## src/rtl/enemy_shot_unit_if.sv

```systemverilog
// enemy_shot_unit_if
// Bundles the engine-facing signals of enemy_shot_unit.
//   master : game engine side. It drives restart, fire, formation and player
//            inputs, and it receives the shot pool state and the pulses.
//   slave  : enemy_shot_unit side.
// Parameters N_ENEMIES and MAX_SHOTS must match those of the attached unit.
interface enemy_shot_unit_if #(
   parameter int N_ENEMIES = 6,
   parameter int MAX_SHOTS = 4
);
   localparam int CNT_W = $clog2(MAX_SHOTS + 1);

   logic                   restart;
   logic                   fire_valid;
   logic [N_ENEMIES-1:0]   ID_enemy_tiro;
   logic [N_ENEMIES-1:0]   enemy_vivos;
   logic [7:0]             bloco_pos_X;
   logic [7:0]             bloco_pos_Y;
   logic [7:0]             player_x;
   logic                   step;

   logic [MAX_SHOTS-1:0]   shot_valid;
   logic [8*MAX_SHOTS-1:0] shot_x;
   logic [8*MAX_SHOTS-1:0] shot_y;
   logic [CNT_W-1:0]       shot_count;
   logic                   player_hit;
   logic                   fire_drop;

   modport master (
      output restart, fire_valid, ID_enemy_tiro, enemy_vivos,
             bloco_pos_X, bloco_pos_Y, player_x, step,
      input  shot_valid, shot_x, shot_y, shot_count, player_hit, fire_drop
   );

   modport slave (
      input  restart, fire_valid, ID_enemy_tiro, enemy_vivos,
             bloco_pos_X, bloco_pos_Y, player_x, step,
      output shot_valid, shot_x, shot_y, shot_count, player_hit, fire_drop
   );
endinterface

```

## src/rtl/enemy_shot_unit.sv

```systemverilog
// enemy_shot_unit
// Turns one-hot enemy fire requests into projectiles held in a small pool of
// slots. Each step moves the shots down the screen. A shot is retired when it
// leaves the playfield or strikes the player. A strike pulses player_hit.
// Ports:
//   clk   : system clock
//   reset : asynchronous active-low reset
//   bus   : enemy_shot_unit_if.slave. It carries restart, the fire request,
//           the formation origin, player_x and step. It returns the slot
//           occupancy, the packed coordinates, the shot count, player_hit and
//           fire_drop.
// Optional feature: define ENEMY_SHOT_FLUSH_ON_HIT_EN to clear the whole pool
// whenever the player is hit.
module enemy_shot_unit #(
   parameter int N_ENEMIES     = 6,
   parameter int MAX_SHOTS     = 4,
   parameter int ENEMY_SPACING = 16,
   parameter int ENEMY_H       = 8,
   parameter int SHOT_SPEED    = 2,
   parameter int SCREEN_H      = 240,
   parameter int PLAYER_Y      = 224,
   parameter int PLAYER_W      = 16,
   parameter int PLAYER_H      = 8
) (
   input logic              clk,
   input logic              reset,
   enemy_shot_unit_if.slave bus
);
   localparam int SLOT_W = (MAX_SHOTS > 1) ? $clog2(MAX_SHOTS) : 1;
   localparam int CNT_W  = $clog2(MAX_SHOTS + 1);
   localparam logic [N_ENEMIES-1:0] ID_ONE = 1;

   logic [MAX_SHOTS-1:0] valid_q, valid_d;
   logic [7:0]           x_q [MAX_SHOTS];
   logic [7:0]           x_d [MAX_SHOTS];
   logic [7:0]           y_q [MAX_SHOTS];
   logic [7:0]           y_d [MAX_SHOTS];
   logic [CNT_W-1:0]     count_q, count_d;
   logic                 hit_q, hit_d;
   logic                 drop_q, drop_d;

   logic [N_ENEMIES-1:0] id;
   logic                 fire_ok;
   logic                 spawn_ok;
   logic [8:0]           spawn_x9;
   logic [8:0]           spawn_y9;
   logic [7:0]           spawn_x;
   logic                 free_found;
   logic [SLOT_W-1:0]    free_idx;
   logic [8:0]           px_hi9;

   // Decode the request, compute the spawn point and find a free slot.
   always_comb begin
      id = bus.ID_enemy_tiro;
      // A value is one-hot when it is nonzero and clearing its lowest set bit leaves zero.
      fire_ok = bus.fire_valid && (id != '0) && ((id & (id - ID_ONE)) == '0)
                && ((id & bus.enemy_vivos) != '0);

      spawn_x9 = '0;
      for (int j = 0; j < N_ENEMIES; j++) begin
         if (id[j]) begin
            spawn_x9 = {1'b0, bus.bloco_pos_X} + 9'(j * ENEMY_SPACING + ENEMY_SPACING / 2);
         end
      end
      spawn_x  = spawn_x9[8] ? 8'hFF : spawn_x9[7:0];
      spawn_y9 = {1'b0, bus.bloco_pos_Y} + 9'(ENEMY_H);
      // A shot that would spawn off-screen is still an accepted request, so no drop pulse is raised.
      spawn_ok = fire_ok && (spawn_y9 < 9'(SCREEN_H));

      // Free-slot search uses the occupancy before this cycle's step, so a slot the step frees is not reused this cycle.
      free_found = 1'b0;
      free_idx   = '0;
      for (int i = MAX_SHOTS - 1; i >= 0; i--) begin
         if (!valid_q[i]) begin
            free_found = 1'b1;
            free_idx   = SLOT_W'(i);
         end
      end

      px_hi9 = {1'b0, bus.player_x} + 9'(PLAYER_W);
   end

   // Next state: move existing shots, then place the new shot, then apply flush and restart.
   always_comb begin
      logic [8:0] y_nxt;
      valid_d = valid_q;
      x_d     = x_q;
      y_d     = y_q;
      hit_d   = 1'b0;
      drop_d  = 1'b0;
      y_nxt   = '0;

      if (bus.step) begin
         for (int i = 0; i < MAX_SHOTS; i++) begin
            if (valid_q[i]) begin
               y_nxt = {1'b0, y_q[i]} + 9'(SHOT_SPEED);
               if (y_nxt >= 9'(SCREEN_H)) begin
                  valid_d[i] = 1'b0;
                  x_d[i]     = '0;
                  y_d[i]     = '0;
               end else if ((y_nxt >= 9'(PLAYER_Y)) && (y_nxt < 9'(PLAYER_Y + PLAYER_H))
                            && ({1'b0, x_q[i]} >= {1'b0, bus.player_x})
                            && ({1'b0, x_q[i]} < px_hi9)) begin
                  valid_d[i] = 1'b0;
                  x_d[i]     = '0;
                  y_d[i]     = '0;
                  hit_d      = 1'b1;
               end else begin
                  y_d[i] = y_nxt[7:0];
               end
            end
         end
      end

      if (spawn_ok) begin
         if (free_found) begin
            valid_d[free_idx] = 1'b1;
            x_d[free_idx]     = spawn_x;
            y_d[free_idx]     = spawn_y9[7:0];
         end else begin
            drop_d = 1'b1;
         end
      end

`ifdef ENEMY_SHOT_FLUSH_ON_HIT_EN
      if (hit_d) begin
         valid_d = '0;
         for (int i = 0; i < MAX_SHOTS; i++) begin
            x_d[i] = '0;
            y_d[i] = '0;
         end
      end
`else
      // Only the hitting slots are freed. The other shots keep moving.
`endif

      if (bus.restart) begin
         valid_d = '0;
         hit_d   = 1'b0;
         drop_d  = 1'b0;
         for (int i = 0; i < MAX_SHOTS; i++) begin
            x_d[i] = '0;
            y_d[i] = '0;
         end
      end

      count_d = '0;
      for (int i = 0; i < MAX_SHOTS; i++) begin
         count_d = count_d + CNT_W'(valid_d[i]);
      end
   end

   always_ff @(posedge clk or negedge reset) begin
      if (!reset) begin
         valid_q <= '0;
         x_q     <= '{default: '0};
         y_q     <= '{default: '0};
         count_q <= '0;
         hit_q   <= 1'b0;
         drop_q  <= 1'b0;
      end else begin
         valid_q <= valid_d;
         x_q     <= x_d;
         y_q     <= y_d;
         count_q <= count_d;
         hit_q   <= hit_d;
         drop_q  <= drop_d;
      end
   end

   for (genvar g = 0; g < MAX_SHOTS; g++) begin : g_pack
      assign bus.shot_x[8*g +: 8] = x_q[g];
      assign bus.shot_y[8*g +: 8] = y_q[g];
   end

   assign bus.shot_valid = valid_q;
   assign bus.shot_count = count_q;
   assign bus.player_hit = hit_q;
   assign bus.fire_drop  = drop_q;
endmodule
```

## src/flat_wrapper.sv

```systemverilog
// flat-port wrapper written by rule: the top's interface ports become plain ports
module enemy_shot_unit_flat 
#(
   parameter int N_ENEMIES     = 6,
   parameter int MAX_SHOTS     = 4,
   parameter int ENEMY_SPACING = 16,
   parameter int ENEMY_H       = 8,
   parameter int SHOT_SPEED    = 2,
   parameter int SCREEN_H      = 240,
   parameter int PLAYER_Y      = 224,
   parameter int PLAYER_W      = 16,
   parameter int PLAYER_H      = 8
)
  (clk, reset, bus_restart, bus_fire_valid, bus_ID_enemy_tiro, bus_enemy_vivos, bus_bloco_pos_X, bus_bloco_pos_Y, bus_player_x, bus_step, bus_shot_valid, bus_shot_x, bus_shot_y, bus_shot_count, bus_player_hit, bus_fire_drop);
  enemy_shot_unit_if #(.N_ENEMIES(N_ENEMIES), .MAX_SHOTS(MAX_SHOTS)) bus_i ();
  input logic clk;
  input logic reset;
  input wire logic [$bits(bus_i.restart)-1:0] bus_restart;
  input wire logic [$bits(bus_i.fire_valid)-1:0] bus_fire_valid;
  input wire logic [$bits(bus_i.ID_enemy_tiro)-1:0] bus_ID_enemy_tiro;
  input wire logic [$bits(bus_i.enemy_vivos)-1:0] bus_enemy_vivos;
  input wire logic [$bits(bus_i.bloco_pos_X)-1:0] bus_bloco_pos_X;
  input wire logic [$bits(bus_i.bloco_pos_Y)-1:0] bus_bloco_pos_Y;
  input wire logic [$bits(bus_i.player_x)-1:0] bus_player_x;
  input wire logic [$bits(bus_i.step)-1:0] bus_step;
  output wire logic [$bits(bus_i.shot_valid)-1:0] bus_shot_valid;
  output wire logic [$bits(bus_i.shot_x)-1:0] bus_shot_x;
  output wire logic [$bits(bus_i.shot_y)-1:0] bus_shot_y;
  output wire logic [$bits(bus_i.shot_count)-1:0] bus_shot_count;
  output wire logic [$bits(bus_i.player_hit)-1:0] bus_player_hit;
  output wire logic [$bits(bus_i.fire_drop)-1:0] bus_fire_drop;
  assign bus_i.restart = bus_restart;
  assign bus_i.fire_valid = bus_fire_valid;
  assign bus_i.ID_enemy_tiro = bus_ID_enemy_tiro;
  assign bus_i.enemy_vivos = bus_enemy_vivos;
  assign bus_i.bloco_pos_X = bus_bloco_pos_X;
  assign bus_i.bloco_pos_Y = bus_bloco_pos_Y;
  assign bus_i.player_x = bus_player_x;
  assign bus_i.step = bus_step;
  assign bus_shot_valid = bus_i.shot_valid;
  assign bus_shot_x = bus_i.shot_x;
  assign bus_shot_y = bus_i.shot_y;
  assign bus_shot_count = bus_i.shot_count;
  assign bus_player_hit = bus_i.player_hit;
  assign bus_fire_drop = bus_i.fire_drop;
  enemy_shot_unit #(.N_ENEMIES(N_ENEMIES), .MAX_SHOTS(MAX_SHOTS), .ENEMY_SPACING(ENEMY_SPACING), .ENEMY_H(ENEMY_H), .SHOT_SPEED(SHOT_SPEED), .SCREEN_H(SCREEN_H), .PLAYER_Y(PLAYER_Y), .PLAYER_W(PLAYER_W), .PLAYER_H(PLAYER_H)) u_core (.clk(clk), .reset(reset), .bus(bus_i));
endmodule
```

## config.mk

```make
export PLATFORM = sky130hd
export DESIGN_NAME = enemy_shot_unit_flat
export DESIGN_NICKNAME = d
export VERILOG_FILES = /design/src/rtl/enemy_shot_unit_if.sv /design/src/rtl/enemy_shot_unit.sv /design/src/flat_wrapper.sv
export SDC_FILE = /design/constraint.sdc
export NUM_CORES = 1
export LEC_CHECK = 0
export ABC_AREA = 0
export CAP_MARGIN = 5
export CORE_MARGIN = 4
export CORE_UTILIZATION = 35
export CTS_CLUSTER_SIZE = 25
export DETAILED_ROUTE_END_ITERATION = 12
export DONT_BUFFER_PORTS = 1
export SYNTH_ARGS = -nofsm -noshare
export SYNTH_HDL_FRONTEND = slang
export SYNTH_SLANG_ARGS = --single-unit
```

## constraint.sdc

```tcl
create_clock -name clk -period 3.7 [get_ports clk]
set_input_delay 0.37 -clock clk [delete_from_list [all_inputs] [get_ports clk]]
set_output_delay 0.37 -clock clk [all_outputs]
set_load 0.005 [all_outputs]
```

# After elaboration in Yosys (flattened, before gate mapping)
# Cells that the tools add are included.
dict set report totals {
  register_bits 73
  inputBits 41
}
dict set report op_classes {
  addsub 16
  n_lt_le_gt_ge 25
  mux 86
  bitwise 4
  n_reduce_logical 21
}
# op count
set ops {}
lappend ops {{2-to-1 mux 32 bit} 8}
lappend ops {{2-to-1 mux 8 bit} 26}
lappend ops {{>= comparator 9 x 8 -> 1 bit (second input constant)} 8}
lappend ops {{bitwise mux 32 bit} 2}
lappend ops {{2-to-1 mux 9 bit} 6}
lappend ops {{< comparator 9 x 8 -> 1 bit (second input constant)} 5}
lappend ops {{adder 8 x 2 -> 9 bit (second input constant)} 4}
lappend ops {{< comparator 8 x 9 -> 1 bit} 4}
lappend ops {{2-to-1 mux 1 bit} 34}
lappend ops {{>= comparator 8 bit} 4}
lappend ops {{adder 8 x 4 -> 9 bit (second input constant)} 2}
lappend ops {{adder 8 x 5 -> 9 bit (second input constant)} 2}
lappend ops {{adder 8 x 6 -> 9 bit (second input constant)} 2}
lappend ops {{adder 8 x 7 -> 9 bit (second input constant)} 2}
lappend ops {{logical AND 1 bit} 18}
lappend ops {{demux 8 bit (select 2 bit)} 1}
lappend ops {{2-to-1 mux 4 bit} 4}
lappend ops {{bitwise AND 6 bit} 2}
lappend ops {{nonzero test 6 bit} 2}
lappend ops {{2-to-1 mux 2 bit} 4}
lappend ops {{adder 3 x 1 -> 3 bit} 2}
lappend ops {{logical NOT 6 bit} 1}
lappend ops {{subtractor 6 x 1 -> 6 bit (second input constant)} 1}
lappend ops {{bitwise OR 4 bit} 1}
lappend ops {{other kinds (7)} 7}

# Longest topological paths before layout
# Gate-level depths: netlist of run 1.
dict set report logic_depth {
  depth_word 19
  depth_mapped 14
  depth_no_buf 14
}

# Worst setup path after synthesis of run 1
# OpenSTA, ideal clock, no wires.
dict set report synth_path {
  kind {input port to flip-flop}
  from {input bus_player_x[4]}
  to {register u_core.count_q[1], in the netlist u_core.bus.shot_count[1]}
  t_arrival_ns 3.167
  required_ns 3.574
  slack_ns 0.407
  cell_stages 14
  path_buffers 0
  path_cell_list {ha_1 > xnor2_1 > ha_1 > a211oi_1 > o21ai_0 > o2111ai_1 > a31oi_2 > o21bai_1 > a21oi_1 > ha_1 > inv_1 > fa_1 > inv_1 > ha_1}
}
dict set report synth_via {
  elab_chain_len 14
  elab_cells_between_ends 37
}
# item line_no
set synth_lines {}
lappend synth_lines {{start: declaration} flat_wrapper.sv:24} ;# input wire logic [$bits(bus_i.player_x)-1:0] bus_player_x;
lappend synth_lines {{adder 8 x 5 -> 9 bit or >= comparator 8 bit (tied branches)} {enemy_shot_unit.sv:80, enemy_shot_unit.sv:102}}
lappend synth_lines {{< comparator 8 x 9 -> 1 bit or logical AND 1 bit (tied branches)} {enemy_shot_unit.sv:103, enemy_shot_unit.sv:102}}
lappend synth_lines {{logical AND 1 bit *} enemy_shot_unit.sv:103} ;# && ({1'b0, x_q[i]} < px_hi9)) begin
lappend synth_lines {{2-to-1 mux 1 bit *} enemy_shot_unit.sv:101} ;# end else if ((y_nxt >= 9'(PLAYER_Y)) && (y_nxt < 9'(PLAYER_Y + PLAYER_H))
lappend synth_lines {{2-to-1 mux 1 bit *} enemy_shot_unit.sv:97} ;# if (y_nxt >= 9'(SCREEN_H)) begin
lappend synth_lines {{2-to-1 mux 1 bit *} enemy_shot_unit.sv:95} ;# if (valid_q[i]) begin
lappend synth_lines {{2-to-1 mux 4 bit *} enemy_shot_unit.sv:93} ;# if (bus.step) begin
lappend synth_lines {{bitwise OR 4 bit (no source line)} n/a}
lappend synth_lines {{2-to-1 mux 4 bit} enemy_shot_unit.sv:116} ;# if (free_found) begin
lappend synth_lines {{2-to-1 mux 4 bit *} enemy_shot_unit.sv:115} ;# if (spawn_ok) begin
lappend synth_lines {{2-to-1 mux 4 bit *} enemy_shot_unit.sv:137} ;# if (bus.restart) begin
lappend synth_lines {{via u_core.valid_d[1]} enemy_shot_unit.sv:33} ;# logic [MAX_SHOTS-1:0] valid_q, valid_d;
lappend synth_lines {{adder 1 x 1 -> 2 bit *} enemy_shot_unit.sv:149} ;# count_d = count_d + CNT_W'(valid_d[i]);
lappend synth_lines {{adder 3 x 1 -> 3 bit * (2 in a row)} enemy_shot_unit.sv:149}
lappend synth_lines {{via u_core.count_d[1]} enemy_shot_unit.sv:38} ;# logic [CNT_W-1:0] count_q, count_d;
lappend synth_lines {{end signal: assignment} enemy_shot_unit.sv:165} ;# count_q <= count_d;
lappend synth_lines {{end: declaration} enemy_shot_unit.sv:38}
# The timed path passes the listed nets; every way through them passes the cells marked *.

# Worst setup path after layout of run 1
dict set report layout_path {
  from {register u_core.x_q, in the netlist u_core.bus.shot_x[4]}
  to {register u_core.count_q[1], in the netlist u_core.bus.shot_count[1]}
}
dict set report layout_via {
  elab_chain_len 14
  elab_cells_between_ends 15
}
# item line_no
set layout_lines {}
lappend layout_lines {{start: declaration} enemy_shot_unit.sv:34} ;# logic [7:0] x_q [MAX_SHOTS];
lappend layout_lines {{start signal: assignment} enemy_shot_unit.sv:156} ;# x_q <= '{default: '0};
lappend layout_lines {{start signal: assignment} enemy_shot_unit.sv:163} ;# x_q <= x_d;
lappend layout_lines {{>= comparator 8 bit} enemy_shot_unit.sv:102} ;# && ({1'b0, x_q[i]} >= {1'b0, bus.player_x})
lappend layout_lines {{logical AND 1 bit} enemy_shot_unit.sv:102}
lappend layout_lines {{logical AND 1 bit *} enemy_shot_unit.sv:103}
lappend layout_lines {{2-to-1 mux 1 bit *} enemy_shot_unit.sv:101}
lappend layout_lines {{2-to-1 mux 1 bit *} enemy_shot_unit.sv:97}
lappend layout_lines {{2-to-1 mux 1 bit *} enemy_shot_unit.sv:95}
lappend layout_lines {{2-to-1 mux 4 bit *} enemy_shot_unit.sv:93}
lappend layout_lines {{bitwise OR 4 bit (no source line)} n/a}
lappend layout_lines {{2-to-1 mux 4 bit} enemy_shot_unit.sv:116}
lappend layout_lines {{2-to-1 mux 4 bit *} enemy_shot_unit.sv:115}
lappend layout_lines {{2-to-1 mux 4 bit *} enemy_shot_unit.sv:137}
lappend layout_lines {{via u_core.valid_d[0]} enemy_shot_unit.sv:33}
lappend layout_lines {{adder 1 x 1 -> 2 bit *} enemy_shot_unit.sv:149}
lappend layout_lines {{adder 3 x 1 -> 3 bit * (2 in a row)} enemy_shot_unit.sv:149}
lappend layout_lines {{via u_core.count_d[1]} enemy_shot_unit.sv:38}
# Marks and branches as above.

==> results of run 1 <==
## state kept, by name (all words and copies together), names as in the netlist
name                   count
u_core.bus.shot_count      3
u_core.bus.shot_y         32
u_core.bus.shot_valid      4
u_core.bus.fire_drop       1
u_core.bus.player_hit      1
u_core.bus.shot_x         32
## power groups by stage
stage	logic, mW	clock network, mW	registers, mW
after floorplan	0.202	0	0.829
final	0.237	1.03	0.828
after CTS	0.236	1.04	0.829
after global placement	0.212	0	0.843
after detailed placement	0.214	0	0.843
after global routing	0.267	1.08	0.831
## how the worst max path moves through the flow
stage | depth (start not counted) | slack (ns) | from | endpoint
6_report | 13 | 0.41 | u_core.bus.shot_x[4] | u_core.bus.shot_count[1]
5_1_grt | 13 | 0.18 | u_core.bus.shot_y[1] | u_core.bus.shot_count[1]
4_1_cts | 13 | 0.46 | u_core.bus.shot_x[4] | u_core.bus.shot_count[1]
3_5_place_dp | 14 | 0.46 | bus_player_x[4] | u_core.bus.shot_count[1]
2_1_floorplan | 14 | 0.41 | bus_player_x[4] | u_core.bus.shot_count[1]
3_3_place_gp | 14 | 0.48 | bus_player_x[4] | u_core.bus.shot_count[1]
## worst max-delay path: stages (launching register included)
cell       delay, ns
dfrtp_1         0.47
ha_1            0.36
a21o_1          0.16
a2111oi_0       0.41
o21ai_0         0.18
o311a_1         0.19
nor2_1          0.23
o21ai_0         0.11
a21oi_1         0.24
ha_1            0.15
inv_1           0.05
fa_1            0.35
inv_1           0.06
ha_1            0.22
## logic make-up after synthesis
kind of cell,after synthesis,share of synthesized area
multiplexers,6,0.00954
adder cells (fa/ha/maj),60,0.118
AND/OR/NAND/NOR,281,0.229
XOR/XNOR,20,0.0284
flip-flops,73,0.284
AO/OA/AOI/OAI,240,0.269
buffers and inverters,84,0.0623
## final cells by class
class	instances	area, um^2	share of cell area
clock buffer	10	239	0.0348
clock inverter	6	105	0.0153
multi-input combinational	607	4200	0.611
tap	229	287	0.0417
sequential	73	1830	0.266
timing repair buffer	10	97.6	0.0142
inverter	31	116	0.0169
## layer usage
layer,share of wire,global-route usage,vias to the layer above
met2,0.44,0.287,202
met4,0.017,0.0491,0
met1,0.44,0.267,2860
met5,0,0,-
li1,-,-,2792
met3,0.10,0.0775,18
## per-stage QoR
stage	hold WS, ns	util	instances	instance area [um^2]
6_report	0.0858	0.381	966	6870
3_5_place_dp	0.0791	0.360	948	6490
3_3_place_gp	0.0785	0.360	948	6490
2_1_floorplan	0.0744	-	764	6430
5_1_grt	0.0705	0.381	966	6870
4_1_cts	0.0713	0.381	966	6870
## cells in the final DEF, fill, tap and decap left out, types with 5 or more instances in the layout
cell	synthesis	final
dfrtp_1	73	73
a21oi_1	69	69
nand2_1	63	63
ha_1	58	58
nor2_1	54	54
nand3_1	35	35
inv_1	31	31
o21ai_0	31	31
nor3_1	30	30
nand2b_1	21	21
a21o_1	20	20
a211oi_1	17	17
o211ai_1	15	15
xnor2_1	12	12
nand4_1	10	10
and3_1	9	9
a31oi_1	9	9
clkbuf_16	0	9
nor4_1	8	8
buf_4	5	8
xor2_1	7	7
a2111oi_2	7	7
a2111oi_0	6	6
and2_1	6	6
a22oi_1	5	5
o21a_1	5	5
mux2i_1	5	5
nor2b_1	5	5
nor2_2	5	5
o32ai_1	5	5
==> impl_metrics.ini, run 1 <==
[global_routing]
antenna_found_initial = 0
grt_max_degree = 82
grt_pass1_vias = 5319
grt_pass1_wl_um = 31000
groute.usage.overall = 0.195
grt_overflow = 0

[synthesis]
synth-seq-cells = 73
ys_top_cells_by_area = dfrtp_1 (28%), ha_1 (11%), a21oi_1 (5.4%)
synth_cell_type_count = 87
yosysWarnings = 0
synth_area_leader_cell = dfrtp_1
synth_top_cell_area_share = 0.284
ys.flop_type = dfrtp_1
netlist_instances = 764
seq_area_frac_synth = 0.284
yosysMostFrequentCell = dfrtp_1
syn-num-nets = 864
synth_area_um2 = 6430
synth_edf_count = 0
synthArstFlopShare = 1.00
syn_area_per_cell_um2 = 8.41
synth_commonest_cells = dfrtp_1 (73), a21oi_1 (69), nand2_1 (63)

[routing]
drtAntennaViolNets = 0
drc = 0
wirelength_um = 20200
drt_iter0_markers = 521
routedWlPerCell_um = 20.9
vias = 5872
via_per_inst = 6.08
drtPass1Iterations = 6

[clock_network]
ctsHoldBuffers = 2
clkTransAtPathRegs_ns = 0.06
cts_setup_buffers = 0
clk_latency_ns = 0.35
root_buffer = clkbuf_16
clock-sinks = 73
clock_path_buffers = 2
numCtsBuffers = 9
cts_tree = done
htreeDepth = 3
cts-resized-gates = 0

[pwr]
total_power_mw = 2.09
p_int_mw = 1.57
switching_power_uw = 519
p_clk_frac = 0.492
seq_power_share = 0.396
leakagePower_nw = 2.92
power.density_nw_per_um2 = 305
p_comb_frac = 0.113
swShare = 0.248
ir_worst_vdd_mv = 0.226

[setup_path]
r2r_cells = 13
cp-end-kind = flop
rr_endpoint = u_core.bus.shot_count[1]
timing.rr.start = u_core.bus.shot_x[4]
cp.arrival_ns = 3.52
required_ns = 3.93
cp-start-kind = flop
path_class = reg2reg
r2r_slack_ns = 0.41
path_max_fanout = 4

[run_status]
status = finished clean

[sta]
setup_slack_ns = 0.408
rsz0062_at_grt = no
setup_viol = 0
finalClockSkew_ns = 0.00593
worst_pin_slew_ns = 0.651
fin_crit_sh = 0.890
max_slew_margin = 0.565
min_period_ns = 3.29
setup-tns-final_ns = 0
fmax_ghz = 0.304
maxSlewViolCount = 0
finalHoldViolCount = 0

[finish]
fillers = 1889
insertedDiodeCount = 0
drive_gt1_frac = 0.0841
final_nets = 832
syn_to_final_growth_pct = 6.91

[worst_hold_path]
min_path_cells = 1
hold_end = u_core.bus.shot_y[11]
worstHoldStart = bus_restart
min_path_type = in2reg

[floorplanning]
row_count = 49
die_width_um = 144
core_um2 = 18000
start_util = 0.357
dieArea_um2 = 20600
die_h_um = 144
ios = 114

[place]
preCtsSetupSlack_ns = 0.457
gp_congestion = 0.903
portBuffers = 0
hpwl_um = 15100

[job]
maxCapViolCount = 0
Power figures use the tool's default switching activity.
==> inputs of run 2 (changes only) <==
--- a/config.mk
+++ b/config.mk
@@ -15,3 +15,4 @@
 export SYNTH_ARGS = -nofsm -noshare
 export SYNTH_HDL_FRONTEND = slang
 export SYNTH_SLANG_ARGS = --single-unit
+export TNS_END_PERCENT = 5
==> results of run 2 <==
No change in the layout: final DEF, timing and power equal those of run 1.
